`config.mk`:
```
export PLATFORM = sky130hd
export DESIGN_NAME = uart_rx_deser_flat
export DESIGN_NICKNAME = d
export VERILOG_FILES = /design/src/rtl/uart_rx_deser_if.sv /design/src/rtl/uart_rx_deser.sv /design/src/flat_wrapper.sv
export SDC_FILE = /design/constraint.sdc
export NUM_CORES = 1
export LEC_CHECK = 0
export ABC_AREA = 1
export CORE_MARGIN = 8
export CORE_UTILIZATION = 48
export CTS_CLUSTER_DIAMETER = 60
export DETAILED_ROUTE_END_ITERATION = 8
export PLACE_DENSITY = 0.69
export SYNTH_ARGS = -nofsm -noshare
export SYNTH_HDL_FRONTEND = slang
export SYNTH_SLANG_ARGS = --single-unit
```
`constraint.sdc`:
```
create_clock -name CLK -period 2.9 [get_ports CLK]
set_clock_uncertainty 0.2 [all_clocks]
set_input_delay 0.58 -clock CLK [delete_from_list [all_inputs] [get_ports CLK]]
set_output_delay 0.58 -clock CLK [all_outputs]
set_load 0.005 [all_outputs]
```
`src/rtl/uart_rx_deser_if.sv`:
```
// Bundle between the bit sampler/consumer (master) and uart_rx_deser (slave).
// Parity signals exist only when DESER_PARITY_EN is defined.
interface uart_rx_deser_if #(
  parameter int DATA_WIDTH = 8
);
  logic                  sampled_bit;
  logic                  deser_en;
  logic                  frame_start;
  logic                  msb_first;
  logic                  data_ready;
  logic [DATA_WIDTH-1:0] P_DATA;
  logic                  data_valid;
  logic                  overrun;
`ifdef DESER_PARITY_EN
  logic                  par_type;
  logic                  par_err;
`endif

  modport master (
    output sampled_bit, output deser_en, output frame_start, output msb_first,
    output data_ready,
`ifdef DESER_PARITY_EN
    output par_type, input par_err,
`endif
    input P_DATA, input data_valid, input overrun
  );

  modport slave (
    input sampled_bit, input deser_en, input frame_start, input msb_first,
    input data_ready,
`ifdef DESER_PARITY_EN
    input par_type, output par_err,
`endif
    output P_DATA, output data_valid, output overrun
  );
endinterface

```
`src/rtl/uart_rx_deser.sv`:
```
// Serial-to-parallel deserializer for the UART RX path with valid/ready output and overrun pulse.
// Define DESER_PARITY_EN to add a parity-bit slot after each word and a registered par_err.
module uart_rx_deser #(
  parameter int DATA_WIDTH = 8
) (
  input  logic           CLK,
  input  logic           RST,
  uart_rx_deser_if.slave bus
);
  localparam int CW = $clog2(DATA_WIDTH + 1);

  logic [DATA_WIDTH-1:0] sr_q, sr_d, sr_base_s, shifted_s;
  logic [DATA_WIDTH-1:0] pdata_q, pdata_d;
  logic [CW-1:0]         cnt_q, cnt_d, cnt_base_s;
  logic                  order_q, order_d, order_s;
  logic                  valid_q, valid_d;
  logic                  overrun_q, overrun_d;
  logic                  done_s;

  function automatic logic [DATA_WIDTH-1:0] shift_in(input logic [DATA_WIDTH-1:0] sr,
                                                     input logic b, input logic msb);
    if (msb) begin
      return {sr[DATA_WIDTH-2:0], b};
    end else begin
      return {b, sr[DATA_WIDTH-1:1]};
    end
  endfunction

`ifdef DESER_PARITY_EN
  localparam logic [0:0]    ST_COLLECT = 1'b0;
  localparam logic [0:0]    ST_PARITY  = 1'b1;
  localparam logic [CW-1:0] PAR_SLOT   = CW'(DATA_WIDTH);

  logic [0:0] state_s;
  logic       par_err_q, par_err_d;

  function automatic logic parity_err(input logic [DATA_WIDTH-1:0] word,
                                      input logic pbit, input logic ptype);
    return ^word ^ pbit ^ ptype;
  endfunction

  assign state_s     = (cnt_base_s == PAR_SLOT) ? ST_PARITY : ST_COLLECT;
  assign bus.par_err = par_err_q;
`else
  localparam logic [CW-1:0] LAST_BIT = CW'(DATA_WIDTH - 1);
`endif

  // frame_start restarts the word, so a strobe in the same cycle lands as bit 0 of the new frame
  assign order_s    = bus.frame_start ? bus.msb_first : order_q;
  assign sr_base_s  = bus.frame_start ? {DATA_WIDTH{1'b0}} : sr_q;
  assign cnt_base_s = bus.frame_start ? {CW{1'b0}} : cnt_q;
  assign shifted_s  = shift_in(sr_base_s, bus.sampled_bit, order_s);

  // Bit collection and word completion
  always_comb begin
    sr_d    = sr_base_s;
    cnt_d   = cnt_base_s;
    order_d = order_s;
    pdata_d = pdata_q;
    done_s  = 1'b0;
`ifdef DESER_PARITY_EN
    par_err_d = par_err_q;
`endif
    if (bus.deser_en) begin
`ifdef DESER_PARITY_EN
      case (state_s)
        ST_PARITY: begin
          done_s    = 1'b1;
          cnt_d     = {CW{1'b0}};
          pdata_d   = sr_base_s;
          par_err_d = parity_err(sr_base_s, bus.sampled_bit, bus.par_type);
        end
        ST_COLLECT: begin
          sr_d  = shifted_s;
          cnt_d = cnt_base_s + CW'(1);
        end
        default: begin
          sr_d  = {DATA_WIDTH{1'b0}};
          cnt_d = {CW{1'b0}};
        end
      endcase
`else
      sr_d = shifted_s;
      if (cnt_base_s == LAST_BIT) begin
        done_s  = 1'b1;
        cnt_d   = {CW{1'b0}};
        pdata_d = shifted_s;
      end else begin
        cnt_d = cnt_base_s + CW'(1);
      end
`endif
    end else begin
      sr_d  = sr_base_s;
      cnt_d = cnt_base_s;
    end
  end

  // Output handshake: a completing word wins over a same-edge transfer
  always_comb begin
    overrun_d = 1'b0;
    if (done_s) begin
      valid_d   = 1'b1;
      overrun_d = valid_q & ~bus.data_ready;
    end else if (valid_q && bus.data_ready) begin
      valid_d = 1'b0;
    end else begin
      valid_d = valid_q;
    end
  end

  // State registers
  always_ff @(posedge CLK or posedge RST) begin
    if (RST) begin
      sr_q      <= {DATA_WIDTH{1'b0}};
      cnt_q     <= {CW{1'b0}};
      order_q   <= 1'b0;
      pdata_q   <= {DATA_WIDTH{1'b0}};
      valid_q   <= 1'b0;
      overrun_q <= 1'b0;
`ifdef DESER_PARITY_EN
      par_err_q <= 1'b0;
`endif
    end else begin
      sr_q      <= sr_d;
      cnt_q     <= cnt_d;
      order_q   <= order_d;
      pdata_q   <= pdata_d;
      valid_q   <= valid_d;
      overrun_q <= overrun_d;
`ifdef DESER_PARITY_EN
      par_err_q <= par_err_d;
`endif
    end
  end

  assign bus.P_DATA     = pdata_q;
  assign bus.data_valid = valid_q;
  assign bus.overrun    = overrun_q;
endmodule

```
`src/flat_wrapper.sv`:
```
// flat-port wrapper written by rule: the top's interface ports become plain ports
module uart_rx_deser_flat 
#(
  parameter int DATA_WIDTH = 8
)
  (CLK, RST, bus_sampled_bit, bus_deser_en, bus_frame_start, bus_msb_first, bus_data_ready, bus_P_DATA, bus_data_valid, bus_overrun);
  uart_rx_deser_if #(.DATA_WIDTH(DATA_WIDTH)) bus_i ();
  input  logic CLK;
  input  logic RST;
  input wire logic [$bits(bus_i.sampled_bit)-1:0] bus_sampled_bit;
  input wire logic [$bits(bus_i.deser_en)-1:0] bus_deser_en;
  input wire logic [$bits(bus_i.frame_start)-1:0] bus_frame_start;
  input wire logic [$bits(bus_i.msb_first)-1:0] bus_msb_first;
  input wire logic [$bits(bus_i.data_ready)-1:0] bus_data_ready;
  output wire logic [$bits(bus_i.P_DATA)-1:0] bus_P_DATA;
  output wire logic [$bits(bus_i.data_valid)-1:0] bus_data_valid;
  output wire logic [$bits(bus_i.overrun)-1:0] bus_overrun;
  assign bus_i.sampled_bit = bus_sampled_bit;
  assign bus_i.deser_en = bus_deser_en;
  assign bus_i.frame_start = bus_frame_start;
  assign bus_i.msb_first = bus_msb_first;
  assign bus_i.data_ready = bus_data_ready;
  assign bus_P_DATA = bus_i.P_DATA;
  assign bus_data_valid = bus_i.data_valid;
  assign bus_overrun = bus_i.overrun;
  uart_rx_deser #(.DATA_WIDTH(DATA_WIDTH)) u_core (.CLK(CLK), .RST(RST), .bus(bus_i));
endmodule
```
==> results.md <==
- Count of cell types in the netlist: 18
- Rel. slew slack: 0.7060
- Asr flop ratio synth: 1.000
- WHS Path Cells: 2
- Mapped Area: 1134 sq um
- Cell with the most instances after synthesis: nand2_1
- Syn Area/Cell: 7.507 sq um
- Met2 routed WL: 1.088 mm
- DR WL met3: 105 um
- Final hold slack: 0.2926 ns
- Uppermost layer routed: met4
- P per Cell Area: 398.9 nW/um^2
- Number of DRC markers in iteration 0: 20
- Worst-case reg-to-reg path depth: 8
- Root buf cell: clkbuf_4
- Cells after DPL: 194
- Overall power: 537.5 uW
- Fin cells: 198
- Initial core utilization: 0.5076
- Port bufs: 16
- Post-route setup slack: 0.6908 ns
- List of most frequent post-synthesis cells: nand2_1, dfrtp_1, inv_1
- Endpoints failing hold: 0
- Post-layout min period: 2.209 ns
- Die Width: 64.60 um
- DIE HEIGHT: 64.60 um
- Setup violators final: 0
- Layout cells sized above 1: 0.09412
- Setup crit start kind: primary input
- RD Place Congestion: 0.8312
- Worst skew pair latency: 0.31 ns
- Achievable Freq: 0.4527 GHz
- Top cell type's share of synthesized area: 0.5077
- Clock Path Buffers: 2
- First-pass DRT Iterations: 4
- TritonCTS Sinks: 23
- Setup crit end kind: flop
- Number of H-tree levels: 1
- Post-synth EDFFs: 0
- # hold bufs at CTS: 0
- Initial antenna violation count: 0
- Sequential share of the synthesized area: 0.5077
- Setup TNS: 0 ns
- Layout Area Growth over Synthesis: 18.87%
- Critical path class: in2reg
- Filler cells: 237
- Cts bufs inserted: 3
- Via density: 4.596
- Synth Register Bits: 23
- Die ar.: 4173 sq um
- Status: finished, final reports clean
- Core area: 2233 sq um
- Hold Path Class: reg2reg
- Setup bufs post-CTS: 0
- Cts repair resizes: 0
- Placed Area: 1320 sq um
- Met1 wire length: 1.015 mm
- Leakage: 0.7249 nW
- Arrival time worst endpoint: 2.22 ns
- Syn nets: 159
- Ant diodes: 0
- Worst slew pin tran: 0.4397 ns
- Mapped Cells: 151
- Area leader, netlist: dfrtp_1
- Gr ovfl total: 0
- First-pass GRT wire length: 3.939 mm
- Max FO, Critical Path: 11
- RSZ-0062 raised after global routing: no
- Layout Nets: 179
- Routed WL per cell: 11.24 um
- Final core utilization: 0.6034
- Clock Pin Slew Worst Setup and Hold Paths: 0.12 ns
- Primary FF master, synth: dfrtp_1
- Dpl ws: 0.3548 ns
- CTS tree: built
- Site Rows: 17
- Synth top area cells: dfrtp_1, nand2_1, inv_1
- Number of global-route vias before repair: 876
- Max Slew Vio Count: 0
- GR Util All Layers: 0.1175
- Crit share post-route: 0.7618
- WL final: 2.226 mm
- Maxcap violations: 0
- Final antenna-violating net count: 0
- Register area: 575.6 sq um
- Maximum VDD drop: 0.2463 mV
- # DRC: 0
- Finished Cell Area: 1348 sq um
- Multi-input gate area: 462.9 sq um
- Crit path required time: 2.91 ns
- Detailed placement HPWL: 1.710 mm
- Largest net degree at the start of global routing: 24
- Top Ports: 17
- Synth warn: 0
- Routed vias: 910
==> per-layer routing <==
layer | global-route usage | up-vias
met5 | 0 | -
met4 | 0.04905 | 0
met3 | 0.03093 | 2
met2 | 0.1938 | 15
met1 | 0.1417 | 411
li1 | - | 482
==> cell families after synthesis <==
kind of cell / share of synthesized area
buffers and inverters: 0.08388
DFF: 0.5077
AOI/OAI and AO/OA: 0.004411
xor gates and xnor gates: 0.01546
and+or+nand+nor: 0.3775
adders and majority gates: 0.01104
==> worst max-delay path, stage by stage <==
cell	delay [ns]
clkdlybuf4s50_1	0.46
buf_4	0.18
nor2_1	0.15
ha_1	0.20
nand2_2	0.09
nor2_1	0.14
nand2_1	0.23
nand2_1	0.14
nand2_1	0.05
==> sequential cells by signal (all words and copies together) (netlist names) <==
register,count
u_core.bus.P_DATA,8
u_core.sr_q,8
u_core.cnt_q,4
u_core.bus.data_valid,1
u_core.bus.overrun,1
u_core.order_q,1
==> placed cells by master (no fill, tap or decap), drive strengths merged <==
master          n
nand2          83
dfrtp          23
clkdlybuf4s50  16
inv            16
nor2           14
nand3           4
clkbuf          3
buf             3
xor2            2
nor3            2
clkinv          2
o21ai           1
ha              1
==> cell type report <==
cell class                 count  share of cell area
clock inverter                 1            0.003714
timing repair buffer          19              0.1356
sequential                    23              0.4271
multi-input combinational    107              0.3435
clock buffer                   3             0.01671
tap                           28             0.02600
inverter                      17             0.04735
==> power by group <==
| part | total, mW | internal (mW) | switching (mW) |
|---|---|---|---|
| registers | 0.336 | 0.330 | 0.00666 |
| clock network | 0.147 | 0.0515 | 0.0955 |
| logic | 0.0542 | 0.0198 | 0.0344 |
| total | 0.537 | 0.401 | 0.137 |
==> final timing paths <==
check / from / to / slack (ns)
hold / removal: u_core.bus.P_DATA[1] / u_core.bus.P_DATA[1] / 0.29
setup / recovery: bus_frame_start / u_core.bus.P_DATA[7] / 0.69
max in group asynchronous: RST / u_core.bus.P_DATA[7] / 1.86
hold reg to reg: u_core.bus.P_DATA[1] / u_core.bus.P_DATA[1] / 0.29
setup reg to reg: u_core.cnt_q[1] / u_core.bus.P_DATA[7] / 1.22
min in group asynchronous: RST / u_core.sr_q[2] / 0.40
(Power assumes the default switching activity.)
